[src/rtl/ahb_arbiter_pkg.sv]
// rtl/ahb_arbiter_pkg.sv - shared AHB-lite types for the two-master arbiter
// Purpose: transfer-type and owner enums, the address-phase struct, and
//          a helper that tells whether a transfer keeps the grant locked.
// Ports:   none (package).
package ahb_arbiter_pkg;

    typedef enum logic [1:0] {
        IDLE   = 2'b00,
        BUSY   = 2'b01,
        NONSEQ = 2'b10,
        SEQ    = 2'b11
    } htrans_t;

    typedef struct packed {
        htrans_t     htrans;
        logic [31:0] haddr;
        logic        hwrite;
        logic [2:0]  hsize;
    } ahb_addr_t;

    typedef enum logic [1:0] {
        NONE = 2'b00,
        M0   = 2'b01,
        M1   = 2'b10
    } ahb_owner_t;

    localparam ahb_addr_t AHB_ADDR_IDLE = '{htrans: IDLE, haddr: 32'h0, hwrite: 1'b0, hsize: 3'b000};

    // A burst in progress (SEQ/BUSY) must not lose the bus mid-way.
    function automatic logic htrans_locks(input htrans_t t);
        return (t == SEQ) || (t == BUSY);
    endfunction

endpackage

[src/rtl/ahb_arbiter_port.sv]
// rtl/ahb_arbiter_port.sv - one master side: pend register, capture, hready/hresp
// Purpose: accepts the master's address phase, forwarding it when it owns the
//          bus or parking it in a one-entry pend register for later replay.
// Ports:   i_clk, i_nrst            clock, async active-low reset
//          i_htrans..i_hsize        master address phase
//          i_granted, i_owner       this side holds the grant / the data phase
//          i_bus_hready, i_bus_hresp bus response
//          o_hready, o_hresp        master response
//          o_req, o_addr            arbitration request, address phase offered to the bus
module ahb_arbiter_port
    import ahb_arbiter_pkg::*;
(
    input  logic        i_clk,
    input  logic        i_nrst,
    input  logic [1:0]  i_htrans,
    input  logic [31:0] i_haddr,
    input  logic        i_hwrite,
    input  logic [2:0]  i_hsize,
    input  logic        i_granted,
    input  logic        i_owner,
    input  logic        i_bus_hready,
    input  logic        i_bus_hresp,
    output logic        o_hready,
    output logic        o_hresp,
    output logic        o_req,
    output ahb_addr_t   o_addr
);

    ahb_addr_t r_pend;
    logic      r_pend_valid;
    ahb_addr_t w_live;
    logic      w_accept;
    logic      w_direct;
    logic      w_replay;

    assign w_live = '{htrans: htrans_t'(i_htrans), haddr: i_haddr, hwrite: i_hwrite, hsize: i_hsize};

    // A valid pend entry holds hready low, so a second capture cannot overwrite it.
    assign o_hready = i_owner ? i_bus_hready : ~r_pend_valid;
    assign o_hresp  = i_owner & i_bus_hresp;
    assign o_req    = r_pend_valid | i_htrans[1];
    assign o_addr   = r_pend_valid ? r_pend : w_live;

    assign w_accept = o_hready & i_htrans[1];
    assign w_direct = i_granted & ~r_pend_valid & i_bus_hready;
    assign w_replay = i_granted & r_pend_valid & i_bus_hready;

    always_ff @(posedge i_clk or negedge i_nrst) begin
        if (!i_nrst) begin
            r_pend_valid <= 1'b0;
            r_pend       <= AHB_ADDR_IDLE;
        end else if (w_accept && !w_direct) begin
            r_pend_valid <= 1'b1;
            r_pend       <= w_live;
        end else if (w_replay) begin
            r_pend_valid <= 1'b0;
        end
    end

endmodule

[src/rtl/ahb_arbiter.sv]
// rtl/ahb_arbiter.sv - two-master AHB-lite arbiter, fixed priority with M1 anti-starvation
// Purpose: shares one AHB-lite bus between M0 (CPU) and M1; M0 wins ties unless
//          M1 has lost MAX_WAIT arbitrations in a row.
// Ports:   i_clk, i_nrst                         clock, async active-low reset
//          i_m0_* / o_m0_*                       M0 address phase, hwdata in; hrdata/hready/hresp out
//          i_m1_* / o_m1_*                       M1, same set
//          o_bus_* / i_bus_*                     to the bus: address phase, hwdata out; hrdata/hready/hresp in
module ahb_arbiter
    import ahb_arbiter_pkg::*;
#(
    parameter int MAX_WAIT = 8
) (
    input  logic        i_clk,
    input  logic        i_nrst,
    input  logic [1:0]  i_m0_htrans,
    input  logic [31:0] i_m0_haddr,
    input  logic        i_m0_hwrite,
    input  logic [2:0]  i_m0_hsize,
    input  logic [31:0] i_m0_hwdata,
    output logic [31:0] o_m0_hrdata,
    output logic        o_m0_hready,
    output logic        o_m0_hresp,
    input  logic [1:0]  i_m1_htrans,
    input  logic [31:0] i_m1_haddr,
    input  logic        i_m1_hwrite,
    input  logic [2:0]  i_m1_hsize,
    input  logic [31:0] i_m1_hwdata,
    output logic [31:0] o_m1_hrdata,
    output logic        o_m1_hready,
    output logic        o_m1_hresp,
    output logic [1:0]  o_bus_htrans,
    output logic [31:0] o_bus_haddr,
    output logic        o_bus_hwrite,
    output logic [2:0]  o_bus_hsize,
    output logic [31:0] o_bus_hwdata,
    input  logic [31:0] i_bus_hrdata,
    input  logic        i_bus_hready,
    input  logic        i_bus_hresp
);

    localparam int WW = $clog2(MAX_WAIT + 1);

    ahb_owner_t  r_gnt;
    ahb_owner_t  r_data_owner;
    logic [WW-1:0] r_wait_cnt;

    ahb_addr_t   w_m0_addr;
    ahb_addr_t   w_m1_addr;
    ahb_addr_t   w_bus_addr;
    logic        w_m0_req;
    logic        w_m1_req;
    logic        w_lock;
    ahb_owner_t  w_next_gnt;

    ahb_arbiter_port u_port_m0 (
        .i_clk        (i_clk),
        .i_nrst       (i_nrst),
        .i_htrans     (i_m0_htrans),
        .i_haddr      (i_m0_haddr),
        .i_hwrite     (i_m0_hwrite),
        .i_hsize      (i_m0_hsize),
        .i_granted    (r_gnt == M0),
        .i_owner      (r_data_owner == M0),
        .i_bus_hready (i_bus_hready),
        .i_bus_hresp  (i_bus_hresp),
        .o_hready     (o_m0_hready),
        .o_hresp      (o_m0_hresp),
        .o_req        (w_m0_req),
        .o_addr       (w_m0_addr)
    );

    ahb_arbiter_port u_port_m1 (
        .i_clk        (i_clk),
        .i_nrst       (i_nrst),
        .i_htrans     (i_m1_htrans),
        .i_haddr      (i_m1_haddr),
        .i_hwrite     (i_m1_hwrite),
        .i_hsize      (i_m1_hsize),
        .i_granted    (r_gnt == M1),
        .i_owner      (r_data_owner == M1),
        .i_bus_hready (i_bus_hready),
        .i_bus_hresp  (i_bus_hresp),
        .o_hready     (o_m1_hready),
        .o_hresp      (o_m1_hresp),
        .o_req        (w_m1_req),
        .o_addr       (w_m1_addr)
    );

    assign o_m0_hrdata = i_bus_hrdata;
    assign o_m1_hrdata = i_bus_hrdata;

    // Only the granted side ever drives the bus address phase.
    assign w_bus_addr   = (r_gnt == M1) ? w_m1_addr : w_m0_addr;
    assign o_bus_htrans = i_nrst ? w_bus_addr.htrans : IDLE;
    assign o_bus_haddr  = w_bus_addr.haddr;
    assign o_bus_hwrite = w_bus_addr.hwrite;
    assign o_bus_hsize  = w_bus_addr.hsize;

    always_comb begin
        o_bus_hwdata = 32'h0;
        case (r_data_owner)
            M0:      o_bus_hwdata = i_m0_hwdata;
            M1:      o_bus_hwdata = i_m1_hwdata;
            default: o_bus_hwdata = 32'h0;
        endcase
    end

    assign w_lock = htrans_locks(w_bus_addr.htrans);

    always_comb begin
        w_next_gnt = r_gnt;
        if (!w_lock) begin
            if (w_m0_req && w_m1_req) begin
                w_next_gnt = (r_wait_cnt == WW'(MAX_WAIT)) ? M1 : M0;
            end else if (w_m0_req) begin
                w_next_gnt = M0;
            end else if (w_m1_req) begin
                w_next_gnt = M1;
            end
        end
    end

    always_ff @(posedge i_clk or negedge i_nrst) begin
        if (!i_nrst) begin
            r_gnt        <= M0;
            r_data_owner <= NONE;
            r_wait_cnt   <= '0;
        end else if (i_bus_hready) begin
            r_gnt        <= w_next_gnt;
            r_data_owner <= w_bus_addr.htrans[1] ? r_gnt : NONE;
            if (w_next_gnt == M1) begin
                r_wait_cnt <= '0;
            end else if (!w_lock && w_m1_req && (r_wait_cnt != WW'(MAX_WAIT))) begin
                r_wait_cnt <= r_wait_cnt + WW'(1);
            end
        end
    end

endmodule

[config.mk]
export PLATFORM = sky130hd
export DESIGN_NAME = ahb_arbiter
export DESIGN_NICKNAME = d
export VERILOG_FILES = /design/src/rtl/ahb_arbiter_pkg.sv /design/src/rtl/ahb_arbiter_port.sv /design/src/rtl/ahb_arbiter.sv
export SDC_FILE = /design/constraint.sdc
export NUM_CORES = 1
export LEC_CHECK = 0
export ABC_AREA = 1
export CAP_MARGIN = 20
export CELL_PAD_IN_SITES_DETAIL_PLACEMENT = 0
export CELL_PAD_IN_SITES_GLOBAL_PLACEMENT = 2
export CORE_UTILIZATION = 22
export CTS_BUF_LIST = sky130_fd_sc_hd__clkbuf_8
export CTS_CLUSTER_DIAMETER = 60
export CTS_CLUSTER_SIZE = 24
export DETAILED_ROUTE_END_ITERATION = 10
export PLACE_DENSITY_LB_ADDON = 0.1
export REMOVE_ABC_BUFFERS = 1
export SYNTH_ARGS = -nofsm -noshare
export SYNTH_HDL_FRONTEND = slang
export SYNTH_HIERARCHICAL = 1
export SYNTH_SLANG_ARGS = --single-unit
export TNS_END_PERCENT = 100
[constraint.sdc]
create_clock -name i_clk -period 4.96 [get_ports i_clk]
set_input_delay 1.24 -clock i_clk [delete_from_list [all_inputs] [get_ports i_clk]]
set_output_delay 1.24 -clock i_clk [all_outputs]
set_load 0.005 [all_outputs]
==> metrics.csv, run 1 <==
stage,metric,value,unit
final_layout,area_growth,36.2,%
floorplanning,io-pin-count,314,
yosys,synth_top_area_frac,0.351,
detailed_routing,drt_iter0_drc,404,
global_route,grt_busiest_layer,met2,
floorplanning,initial_core_util,0.225,
pwr,p_int,2.56,mW
final_layout,final_nets,1245,
final_layout,fin_cells,1411,
detailed_routing,drtAntennaViolNets,0,
pwr,comb_power_share,0.640,
status,status,"complete, no violations",
floorplanning,dieArea,0.0282,sq mm
cts,clkTransAtPathRegs,0.08,ns
cts,clk_latency,0.39,ns
yosys,synth_seq_cells,86,
global_route,grt-ovfl-total,0,
timing,setup_viol,0,
setup_path,end_kind,output port,
global_route,grt_pass1_wl,42.0,mm
global_route,antenna_found_initial,1,
cts,numCtsBuffers,9,
final_layout,final_cell_mix,"564 x nand2_1, 214 x clkdlybuf4s50_1, 83 x dfrtp_1",
global_route,grt_pass1_vias,6432,
timing,tightestPinTransition,0.912,ns
timing,max_freq,256,MHz
pwr,power,4.82,mW
cts,ctsHtreeMaxLevel,3,
timing,rsz0062_at_grt,no,
cts,tritoncts,yes,
pwr,p_sw_frac,0.470,
floorplanning,die_h,168,um
global_route,grt_use_met1,0.263,
yosys,synth.area.top_cells,"dfrtp_1 35%, nand2_1 35%, buf_4 8.7%",
run,drv_cap,0,
cts,root_buffer,clkbuf_8,
place,gp_congestion,0.725,
yosys,syn_area,0.00606,sq mm
cts,cts-resized-gates,0,
timing,report.final.slew_viol_count,0,
setup_path,path_max_fanout,4,
pwr,p_seq_frac,0.247,
min_path,hold_class,flop to flop,
detailed_routing,vias,6432,
setup_path,crit_arrival,2.66,ns
timing,finalSetupTns,0,ns
pwr,p_per_area,584,mW/mm^2
global_route,use_met3,0.0764,
cts,cts_num_sinks,86,
floorplanning,die_width,168,um
yosys,ys_seq_area_frac,0.356,
final_layout,antenna_cells,0,
setup_path,critical_path_class,input port to output port,
timing,fin_crit,3.90,ns
detailed_routing,firstDrtPassIters,5,
detailed_routing,routed_wl,28.2,mm
place,dp_hpwl,18.2,mm
floorplanning,rows,60,
place,place_inst,1395,
timing,final-hold-violation-count,0,
global_route,met2_usage,0.305,
yosys,yosysWarnings,6,
yosys,avgSynthCellArea,6.39,sq um
yosys,ys_types,27,
timing,finalCritPeriodShare,0.787,
pwr,p_leak,4.05,nW
final_layout,mostFrequentLayoutCell,nand2_1,
pwr,power_frac_clock,0.113,
floorplanning,core_area,0.0270,sq mm
setup_path,startpoint_type,input port,
detailed_routing,drcViolationCount,0,
pwr,switchingPower,2.26,mW
cts,cts_setup_buffers,0,
pwr,peakVddDrop,211,uV
final_layout,drive_gt1_frac,0.0561,
timing,max_slew_margin,0.391,
setup_path,critical_path_required,3.72,ns
cts,hold_buffers,0,
yosys,synthCells,947,
yosys,yosysTopAreaCell,dfrtp_1,
detailed_routing,drt-vias-per-instance,4.56,
global_route,grt_max_degree,50,
global_route,grt_usage,0.199,
timing,clock_skew,0.0186,ns
detailed_routing,wl_per_cell,20.0,um
place,numPortBuffers,217,
cts,clockBufferDepth,2,
[cell families after synthesis]
kind of cell | Yosys count | share of synthesized area
flip-flops | 86 | 0.356
XOR/XNOR | 2 | 0.00289
AND/OR/NAND/NOR | 665 | 0.455
multiplexers | 1 | 0.00165
buffers and inverters | 148 | 0.141
adder cells (fa/ha/maj) | 4 | 0.00826
AO/OA/AOI/OAI | 41 | 0.0359
[cell type report]
type | count | area, sq um
Tap cell | 341 | 427
Fill cell | 2943 | 18700
Multi-Input combinational cell | 713 | 3090
Sequential cell | 86 | 2160
Inverter | 19 | 71.3
Clock inverter | 6 | 62.6
Clock buffer | 10 | 138
Timing Repair Buffer | 236 | 2300
[sequential cells by signal (all words and copies together) (netlist names)]
register                cells
u_port_m0/r_pend           38
r_data_owner                2
u_port_m1/r_pend_valid      1
r_wait_cnt                  4
u_port_m1/r_pend           38
r_gnt                       2
u_port_m0/r_pend_valid      1
[worst max-delay path: stages]
cell,delay (ns)
clkdlybuf4s50_1,0.48
nand2_1,0.06
nand2_1,0.09
inv_1,0.06
nand2_2,0.08
nand2_4,0.06
nor2_1,0.08
clkdlybuf4s50_1,0.51
[per-stage QoR]
step / cell area, sq um / hold WS, ns / worst slack (ns) / util
2_1_floorplan: 5270 / 0.436 / 1.10 / -
5_1_grt: 8250 / 0.493 / 0.929 / 0.306
3_3_place_gp: 8050 / 0.448 / 1.04 / 0.299
4_1_cts: 8250 / 0.480 / 1.02 / 0.306
3_5_place_dp: 8050 / 0.456 / 1.03 / 0.299
6_report: 8250 / 0.478 / 1.06 / 0.306
[power groups by stage]
stage	sequential [mW]	clock (mW)	combinational (mW)
after floorplan	1.22	0	1.49
after global placement	1.20	0	3.17
after detailed placement	1.20	0	3.14
after CTS	1.19	0.560	3.15
after global routing	1.23	0.597	3.45
final	1.19	0.543	3.08
[synth_stat cells, drive strengths merged]
cell / instances
nand2: 570
buf: 110
dfrtp: 85
nand4: 79
a21oi: 32
clkbuf: 19
inv: 19
nand3: 10
ha: 4
nor2: 4
o21ai: 3
o22ai: 3
o21a: 2
or2: 2
a22o: 1
dfstp: 1
mux2i: 1
xnor2: 1
xor2: 1
[path summary, 6_finish.rpt]
| kind | start | endpoint | slack [ns] | cells after the start |
|---|---|---|---|---|
| setup / recovery | i_m0_htrans[0] | o_bus_htrans[0] | 1.06 | 8 |
| hold / removal | u_port_m1/r_pend[32] | u_port_m1/r_pend[32] | 0.48 | 2 |
| setup reg to reg | r_data_owner[0] | u_port_m1/r_pend[29] | 1.91 | 9 |
| hold reg to reg | u_port_m1/r_pend[32] | u_port_m1/r_pend[32] | 0.48 | 2 |
| max in group asynchronous | i_nrst | u_port_m0/r_pend[6] | 2.88 | 3 |
| min in group asynchronous | i_nrst | u_port_m0/r_pend[17] | 0.94 | 2 |
[routing by layer]
layer / routed length, um / part of all wire
met1: 13200 / 0.47
met2: 12200 / 0.43
met3: 2550 / 0.090
met4: 183 / 0.0065
met5: 99 / 0.0035
Power figures use the tool's default switching activity.
==> run 2, diff against run 1 <==
--- a/config.mk
+++ b/config.mk
@@ -9,7 +9,7 @@
 export CAP_MARGIN = 20
 export CELL_PAD_IN_SITES_DETAIL_PLACEMENT = 0
 export CELL_PAD_IN_SITES_GLOBAL_PLACEMENT = 2
-export CORE_UTILIZATION = 22
+export CORE_UTILIZATION = 20
 export CTS_BUF_LIST = sky130_fd_sc_hd__clkbuf_8
 export CTS_CLUSTER_DIAMETER = 60
 export CTS_CLUSTER_SIZE = 24
==> constraint.sdc (replaced) <==
create_clock -name i_clk -period 4 [get_ports i_clk]
set_input_delay 1 -clock i_clk [delete_from_list [all_inputs] [get_ports i_clk]]
set_output_delay 1 -clock i_clk [all_outputs]
set_load 0.005 [all_outputs]
==> run 2 against run 1 <==
Net effect:
- sequential power grew 24%
- flip-flop and latch count is the same
- clock-buffer cell count shrank 1
- clock skew is essentially flat
- die area grew 9.9%
- routed wire length grew 2.7%
- utilization shrank 2.3 points
- critical path depth is the same
- combinational power grew 27%
- final cell count grew 4.4%
- largest power group unchanged
==> metrics.csv, run 2 (synthesized netlist as in run 1, its figures left out) <==
stage,metric,value,unit,change
status,status,"complete, no violations",,
detailed_routing,routed_wl,29.0,mm,+2.7%
cts,clockBufferDepth,2,,unchanged
setup_path,critical_path_required,3.00,ns,-0.72 ns
timing,setup_viol,0,,unchanged
min_path,hold_class,flop to flop,,
final_layout,mostFrequentLayoutCell,nand2_1,,
detailed_routing,drcViolationCount,0,,unchanged
min_path,worstHoldPathCells,2,,unchanged
cts,clkTransAtPathRegs,0.09,ns,about the same
detailed_routing,vias,6392,,-0.62%
place,place_area,0.00821,sq mm,+2.0%
cts,tritoncts,yes,,
detailed_routing,drt_iter0_drc,328,,-19%
timing,report.final.slew_viol_count,0,,unchanged
place,dp_hpwl,20.2,mm,+11%
setup_path,startpoint_type,input port,,
pwr,power,6.07,mW,+26%
floorplanning,die_width,176,um,+4.8%
setup_path,r2r_slack,1.13,ns,-0.78 ns
timing,fin_crit,3.46,ns,
floorplanning,rows,63,,+5.0%
cts,hold_buffers,0,,unchanged
setup_path,ff2ff_path_depth,10,,+1
detailed_routing,firstDrtPassIters,4,,-1
cts,numCtsBuffers,9,,unchanged
floorplanning,dieArea,0.0310,sq mm,+9.9%
run,drv_cap,0,,unchanged
timing,tightestPinTransition,0.723,ns,-0.189 ns
global_route,grt_pass1_vias,6547,,+1.8%
timing,finalCritPeriodShare,0.864,,
setup_path,crit_arrival,2.46,ns,-0.20 ns
pwr,p_per_area,721,mW/mm^2,+23%
setup_path,critical_path_class,input port to output port,,
setup_path,end_kind,output port,,
cts,cts_num_sinks,86,,unchanged
timing,rsz0062_at_grt,no,,
timing,max_freq,289,MHz,
final_layout,area_growth,39.0,%,
global_route,grt_max_degree,51,,+2.0%
detailed_routing,drtAntennaViolNets,0,,unchanged
cts,cts-resized-gates,0,,unchanged
final_layout,stdcell_area,0.00842,sq mm,+2.1%
final_layout,biggestRegsByFlops,"u_port_m0/r_pend (38), u_port_m1/r_pend (38), r_wait_cnt (4)",,
pwr,p_leak,4.11,nW,+1.6%
min_path,min_to,u_port_m0/r_pend[37],,
final_layout,final_nets,1255,,+0.80%
detailed_routing,wl_per_cell,19.7,um,-1.6%
global_route,antenna_found_initial,4,,+3
place,gp_congestion,0.710,,-2.0%
floorplanning,io-pin-count,314,,unchanged
final_layout,final_cell_mix,"564 x nand2_1, 214 x clkdlybuf4s50_1, 83 x dfrtp_1",,
setup_path,r2r-end,u_port_m0/r_pend[4],,
place,numPortBuffers,217,,unchanged
cts,root_buffer,clkbuf_8,,
floorplanning,initial_core_util,0.204,,-0.0209
timing,max_slew_margin,0.517,,+0.126
timing,finalSetupTns,0,ns,unchanged
final_layout,drive_gt1_frac,0.0657,,+0.00967
setup_path,r2r_start,r_data_owner[1],,
global_route,grt_usage,0.189,,-0.0104
cts,ctsHtreeMaxLevel,3,,unchanged
timing,clock_skew,0.0185,ns,-0.000111 ns
global_route,grt_pass1_wl,43.1,mm,+2.5%
cts,cts_setup_buffers,0,,unchanged
cts,clk_latency,0.39,ns,about the same
pwr,peakVddDrop,190,uV,-9.8%
min_path,holdCritStartpoint,u_port_m0/r_pend[37],,
global_route,grt-ovfl-total,0,,unchanged
floorplanning,core_area,0.0297,sq mm,+10%
floorplanning,die_h,176,um,+4.8%
timing,final-hold-violation-count,0,,unchanged
setup_path,path_max_fanout,4,,unchanged
detailed_routing,drt-vias-per-instance,4.34,,-4.8%
[run 2: power by group]
part           total [mW]  internal [mW]  leakage [nW]  switching [mW]
clock network       0.681          0.298         0.105           0.382
logic                3.91           1.67          2.95            2.24
registers            1.48           1.27          1.06           0.215
total                6.07           3.24          4.11            2.83
[run 2: final cells by class]
| type | count | area, sq um |
|---|---|---|
| tap | 390 | 488 |
| antenna | 3 | 7.51 |
| multi-input combinational | 713 | 3090 |
| clock buffer | 9 | 124 |
| fill | 3356 | 21300 |
| timing repair buffer | 246 | 2400 |
| inverter | 19 | 71.3 |
| clock inverter | 7 | 78.8 |
| sequential | 86 | 2160 |
[run 2: worst max-delay path by stage]
stage                         start                  end  slack (ns)  depth (start not counted)
detailed placement   i_m1_htrans[0]      o_bus_htrans[0]        0.52                          8
global route               r_gnt[1]      o_bus_haddr[18]        0.34                          6
finish               i_m1_htrans[0]      o_bus_htrans[0]        0.54                          8
global placement     i_m1_htrans[0]      o_bus_htrans[0]        0.50                          8
CTS                 r_data_owner[1]     o_bus_hwdata[12]        0.49                          6
floorplan           r_data_owner[0]  u_port_m1/r_pend[0]        0.14                          6
[run 2: worst max-delay path, stage by stage]
cell and delay (ns):
clkdlybuf4s50_1 0.50, nand2_1 0.06, nand2_1 0.09, inv_1 0.05
nand3_2 0.08, nand2_4 0.07, nor2_1 0.10, clkdlybuf4s50_1 0.51
[run 2: through the flow]
stage	std cells	hold slack (ns)	utilization	setup WS (ns)
after detailed placement	1454	0.455	0.276	0.516
after CTS	1470	0.479	0.283	0.485
final	1473	0.479	0.283	0.543
after global placement	1454	0.454	0.276	0.503
after global routing	1471	0.495	0.283	0.344
after floorplan	818	0.436	-	0.142
[run 2: per-layer routing]
layer,vias up,track usage,wire length (um)
met5,-,0.0337,59
met4,4,0.0359,333
met3,19,0.0713,2750
met2,266,0.299,13000
met1,2919,0.241,12900
li1,3184,-,-
